[config.mk]
export PLATFORM = sky130hd
export DESIGN_NAME = wb_halt_controller
export DESIGN_NICKNAME = d
export VERILOG_FILES = /design/src/rtl/wb_halt_controller_pkg.sv /design/src/rtl/wb_halt_controller_sat_counter.sv /design/src/rtl/wb_halt_controller.sv
export SDC_FILE = /design/constraint.sdc
export NUM_CORES = 1
export LEC_CHECK = 0
export CAP_MARGIN = 5
export CORE_UTILIZATION = 56
export DETAILED_ROUTE_END_ITERATION = 8
export PLACE_DENSITY = 0.86
export SLEW_MARGIN = 15
export SYNTH_ARGS = -nofsm -noshare
export SYNTH_HDL_FRONTEND = slang
export SYNTH_SLANG_ARGS = --single-unit
[constraint.sdc]
create_clock -name clk -period 6.18 [get_ports clk]
set_clock_uncertainty 0.15 [all_clocks]
set_input_delay 1.236 -clock clk [delete_from_list [all_inputs] [get_ports clk]]
set_output_delay 1.236 -clock clk [all_outputs]
set_load 0.1 [all_outputs]
[src/rtl/wb_halt_controller_pkg.sv]
// Shared types for the write-back halt sequencer.
// Datapath width, halt FSM states and the default drain timeout.
package wb_halt_controller_pkg;

    localparam int DATA         = 32;
    localparam int HALT_TIMEOUT = 16;

    typedef enum logic [1:0] {
        RUN,
        DRAIN,
        HALTED
    } halt_state_t;

endpackage

[src/rtl/wb_halt_controller_sat_counter.sv]
// Saturating up-counter used for end-of-run statistics.
// Holds at all-ones instead of wrapping.
module sat_counter #(
    parameter int W = 32
) (
    input  logic         clk,
    input  logic         rst_n,
    input  logic         en,
    output logic [W-1:0] q
);

    logic [W-1:0] cnt_q;
    logic [W-1:0] cnt_d;

    always_comb begin
        cnt_d = cnt_q;
        if (en && (cnt_q != '1)) begin
            cnt_d = cnt_q + 1'b1;
        end
    end

    always_ff @(posedge clk or negedge rst_n) begin
        if (!rst_n) begin
            cnt_q <= '0;
        end else begin
            cnt_q <= cnt_d;
        end
    end

    assign q = cnt_q;

endmodule

[src/rtl/wb_halt_controller.sv]
// Orderly pipeline shutdown around WB: freeze fetch on HALT in ID,
// drain, and flag completion (or timeout) when HALT retires.
module wb_halt_controller #(
    parameter int DATA    = wb_halt_controller_pkg::DATA,
    parameter int TIMEOUT = wb_halt_controller_pkg::HALT_TIMEOUT,
    parameter int TO_W    = 5
) (
    input  logic            clk,
    input  logic            rst_n,
    input  logic            id_halt,
    input  logic            stall_in,
    input  logic            wb_valid,
    input  logic            wb_halt,
    output logic            fetch_stall,
    output logic            if_flush,
    output logic            halt_done,
    output logic            halt_error,
    output logic [DATA-1:0] cycle_count,
    output logic [DATA-1:0] instr_count,
    output logic [DATA-1:0] stall_count
);

    import wb_halt_controller_pkg::*;

    localparam logic [TO_W-1:0] TO_MAX = TO_W'(TIMEOUT);

    halt_state_t     state_q, state_d;
    logic [TO_W-1:0] to_cnt_q, to_cnt_d;
    logic            halt_done_q, halt_done_d;
    logic            halt_error_q, halt_error_d;
    logic            if_flush_q, if_flush_d;

    logic accept;
    logic retire_halt;
    logic active;

    assign accept      = (state_q == RUN) & id_halt & ~stall_in;
    assign retire_halt = wb_valid & wb_halt;
    assign active      = (state_q != HALTED);

    always_comb begin
        state_d      = state_q;
        to_cnt_d     = to_cnt_q;
        halt_done_d  = halt_done_q;
        halt_error_d = halt_error_q;
        if_flush_d   = 1'b0;
        unique case (state_q)
            RUN: begin
                // A HALT retiring without having been accepted wins over accept
                if (retire_halt) begin
                    state_d      = HALTED;
                    halt_done_d  = 1'b1;
                    halt_error_d = 1'b1;
                end else if (accept) begin
                    state_d    = DRAIN;
                    if_flush_d = 1'b1;
                end
            end
            DRAIN: begin
                to_cnt_d = to_cnt_q + 1'b1;
                if (retire_halt) begin
                    state_d     = HALTED;
                    halt_done_d = 1'b1;
                end else if (to_cnt_d == TO_MAX) begin
                    state_d      = HALTED;
                    halt_done_d  = 1'b1;
                    halt_error_d = 1'b1;
                end
            end
            HALTED: begin
            end
            default: begin
                state_d = RUN;
            end
        endcase
    end

    always_ff @(posedge clk or negedge rst_n) begin
        if (!rst_n) begin
            state_q      <= RUN;
            to_cnt_q     <= '0;
            halt_done_q  <= 1'b0;
            halt_error_q <= 1'b0;
            if_flush_q   <= 1'b0;
        end else begin
            state_q      <= state_d;
            to_cnt_q     <= to_cnt_d;
            halt_done_q  <= halt_done_d;
            halt_error_q <= halt_error_d;
            if_flush_q   <= if_flush_d;
        end
    end

    assign fetch_stall = stall_in | accept | (state_q != RUN);
    assign if_flush    = if_flush_q;
    assign halt_done   = halt_done_q;
    assign halt_error  = halt_error_q;

    sat_counter #(.W(DATA)) u_cycle_cnt (
        .clk   (clk),
        .rst_n (rst_n),
        .en    (active),
        .q     (cycle_count)
    );

    sat_counter #(.W(DATA)) u_instr_cnt (
        .clk   (clk),
        .rst_n (rst_n),
        .en    (active & wb_valid),
        .q     (instr_count)
    );

    sat_counter #(.W(DATA)) u_stall_cnt (
        .clk   (clk),
        .rst_n (rst_n),
        .en    ((state_q == RUN) & stall_in),
        .q     (stall_count)
    );

endmodule

==> flow_summary.ini <==
[die]
ios = 106
die_x_um = 98.4
coreArea_mm2 = 0.00885
start_util = 0.588
die_h_um = 98.4
die_area_mm2 = 0.00968
row_count = 34

[detailed_routing]
met2WireLength_um = 5940
routed_wl_um = 12100
antenna_left = 0
wl_met3_um = 770
drt_iter0_markers = 190
via_per_inst = 6.05
dr.pass1.iters = 9
wl_met1_um = 5120
num_vias = 4283
drc = 7
routed.top_layer = met4
wl_per_cell_um = 17.1

[clocking]
post-cts-setup-buffer-count = 0
cts-htree-levels = 3
clkSinkCount = 106
cts_buffers = 9
cts.path.max_buffers = 2
cts_root_buffer = clkbuf_8
clk_latency_ps = 360
cts_tree = done
cts_resized = 0
postCtsHoldBufs = 0
clkTransAtPathRegs_ps = 90

[synthesis]
synth_cells = 488
yosys_warnings = 0
seq_area_frac_synth = 0.510
async_flop_share = 1.00
syn-cell-area_mm2 = 0.00520
synth_cell_types = 45
yosysTopAreaCell = dfrtp_1
syn-num-nets = 499
ys.flop_type = dfrtp_1
synth_area_leaders = dfrtp_1 (51%), xnor2_1 (8.2%), xor2_1 (6.9%)
ys_seq_elements = 106
syn_avg_cell_area_um2 = 10.7
synth_edf_count = 0
synth_top_area_frac = 0.510

[sta]
tightest_slew_ps = 1030
rsz0062_at_grt = false
slew_viol_final = 0
min_period_over_period = 0.728
hold_viol_final = 0
hold_ws_ps = 335
finalCriticalPeriod_ps = 4500
finalSetupTns_ps = 0
clock.fmax_mhz = 222
slew_headroom = 0.310
setup_viol = 0

[finish]
diodes = 0
drive_gt1_frac = 0.0517
nets = 607
area_delta_synth_final_pct = 26.0

[placement]
dpl.hpwl_um = 8720
place_congestion = 0.854
portBuffers = 105

[power_and_ir_drop]
p_leak_nw = 2.97
power_density_mw_per_mm2 = 180
peakVddDrop_uv = 149

[global_routing]
grt_pass1_wl_um = 20600
gr-total-overflow = 0
grt_pass1_vias = 4214
grt_max_degree = 57
antenna_found_initial = 0
grt_use_total = 0.265

[run_status]
violations = design-rule violations
status = complete, but fails checks

[worst_setup_path]
startpoint_type = primary input
reg2reg_depth = 5
reg2reg_slack_ps = 3370
cp.arrival_ps = 3110
cp_max_fo = 2
r2r-end = u_instr_cnt.q[1]
cp.required_ps = 4790
worst_setup_path_end_kind = output port
r2r_start = u_instr_cnt.q[9]
critPathKind = primary input to output port

[worst_hold_path]
holdPathStages = 2
worstHoldPathType = flip-flop to flip-flop
min_to = halt_error
hold_start = halt_error

[run]
cap_violations = 0
-- routing by layer --
layer,global-route usage,vias up
li1,-,1976
met1,0.349,2115
met2,0.441,168
met3,0.0567,24
met4,0.0850,0
met5,0,-
-- synth_stat cells, drive strengths merged, types with 3 or more instances --
cell type,instances
o21ai,3
xnor2,49
dfrtp,106
and3,28
and4,16
or4,4
nand4,37
nor2,19
nand3,38
nor3b,4
nand2b,4
nor3,23
nor4,10
and2,11
buf,4
inv,8
nand2,32
ha,5
clkbuf,5
a21oi,12
xor2,41
mux2,6
nor2b,5
-- registers in the layout (all words and copies together), names as in the netlist --
name / count
to_cnt_q: 5
state_q: 2
u_instr_cnt.q: 32
u_stall_cnt.q: 32
halt_done: 1
u_cycle_cnt.q: 32
halt_error: 1
if_flush: 1
-- worst max path at each step --
stage,startpoint,end
after floorplan,id_halt,fetch_stall
after global placement,id_halt,fetch_stall
after detailed placement,id_halt,fetch_stall
after CTS,id_halt,fetch_stall
after global routing,id_halt,fetch_stall
final,id_halt,fetch_stall
-- critical path, cell delays in order --
cell and delay, ps:
clkdlybuf4s50_1 420, or4_1 470, clkdlybuf4s50_1 980
-- stage by stage --
step	instance area, um^2	power, mW	util	setup slack, ps	std cells
floorplan	5200	0.714	-	2640	488
global placement	6350	0.734	0.718	1710	693
detailed placement	6350	0.734	0.718	1680	693
CTS	6560	1.19	0.741	1680	708
global route	6560	1.21	0.741	1660	708
finish	6560	1.18	0.741	1680	708
-- report_power, final --
| group | internal, mW | leakage [nW] | switching [mW] |
|---|---|---|---|
| logic | 0.00486 | 1.43 | 0.0205 |
| clock network | 0.228 | 0.100 | 0.231 |
| registers | 0.694 | 1.43 | 0.000568 |
| total | 0.927 | 2.97 | 0.252 |
-- cell type report --
type,count,area (um^2)
well taps,108,135
fillers,630,2290
repair buffers,106,1060
inverters,8,30.0
flip-flops and latches,106,2650
clock inverters,4,76.3
multi-input cells,365,2480
clock buffers,11,131
-- kinds of logic (layout without fill, tap and decap cells) --
| family | after synthesis | in the layout | synth area share |
|---|---|---|---|
| and+or+nand+nor | 237 | 237 | 0.263 |
| DFF | 106 | 106 | 0.510 |
| xor gates and xnor gates | 90 | 90 | 0.151 |
| AOI/OAI and AO/OA | 26 | 26 | 0.0337 |
| buffers and inverters | 17 | 129 | 0.0142 |
| muxes | 7 | 7 | 0.0156 |
| adders and majority gates | 5 | 5 | 0.0120 |
-- cells in the final DEF (no fill, tap or decap), drive strengths merged, types with 2 or more instances in the layout --
master,count
and3,28
nor4,10
nand3,38
o21ai,3
xor2,41
nand2b,4
a31o,2
nor2,19
inv,9
clkdlybuf4s50,104
and2,11
a31oi,2
dfrtp,106
nor2b,5
nand4,37
a21oi,12
nand4b,2
or2,2
mux2,6
nand2,32
or4,4
ha,5
and4,16
nor3,23
nor3b,4
bufinv,2
buf,2
xnor2,49
clkbuf,11
(Power assumes the default switching activity.)
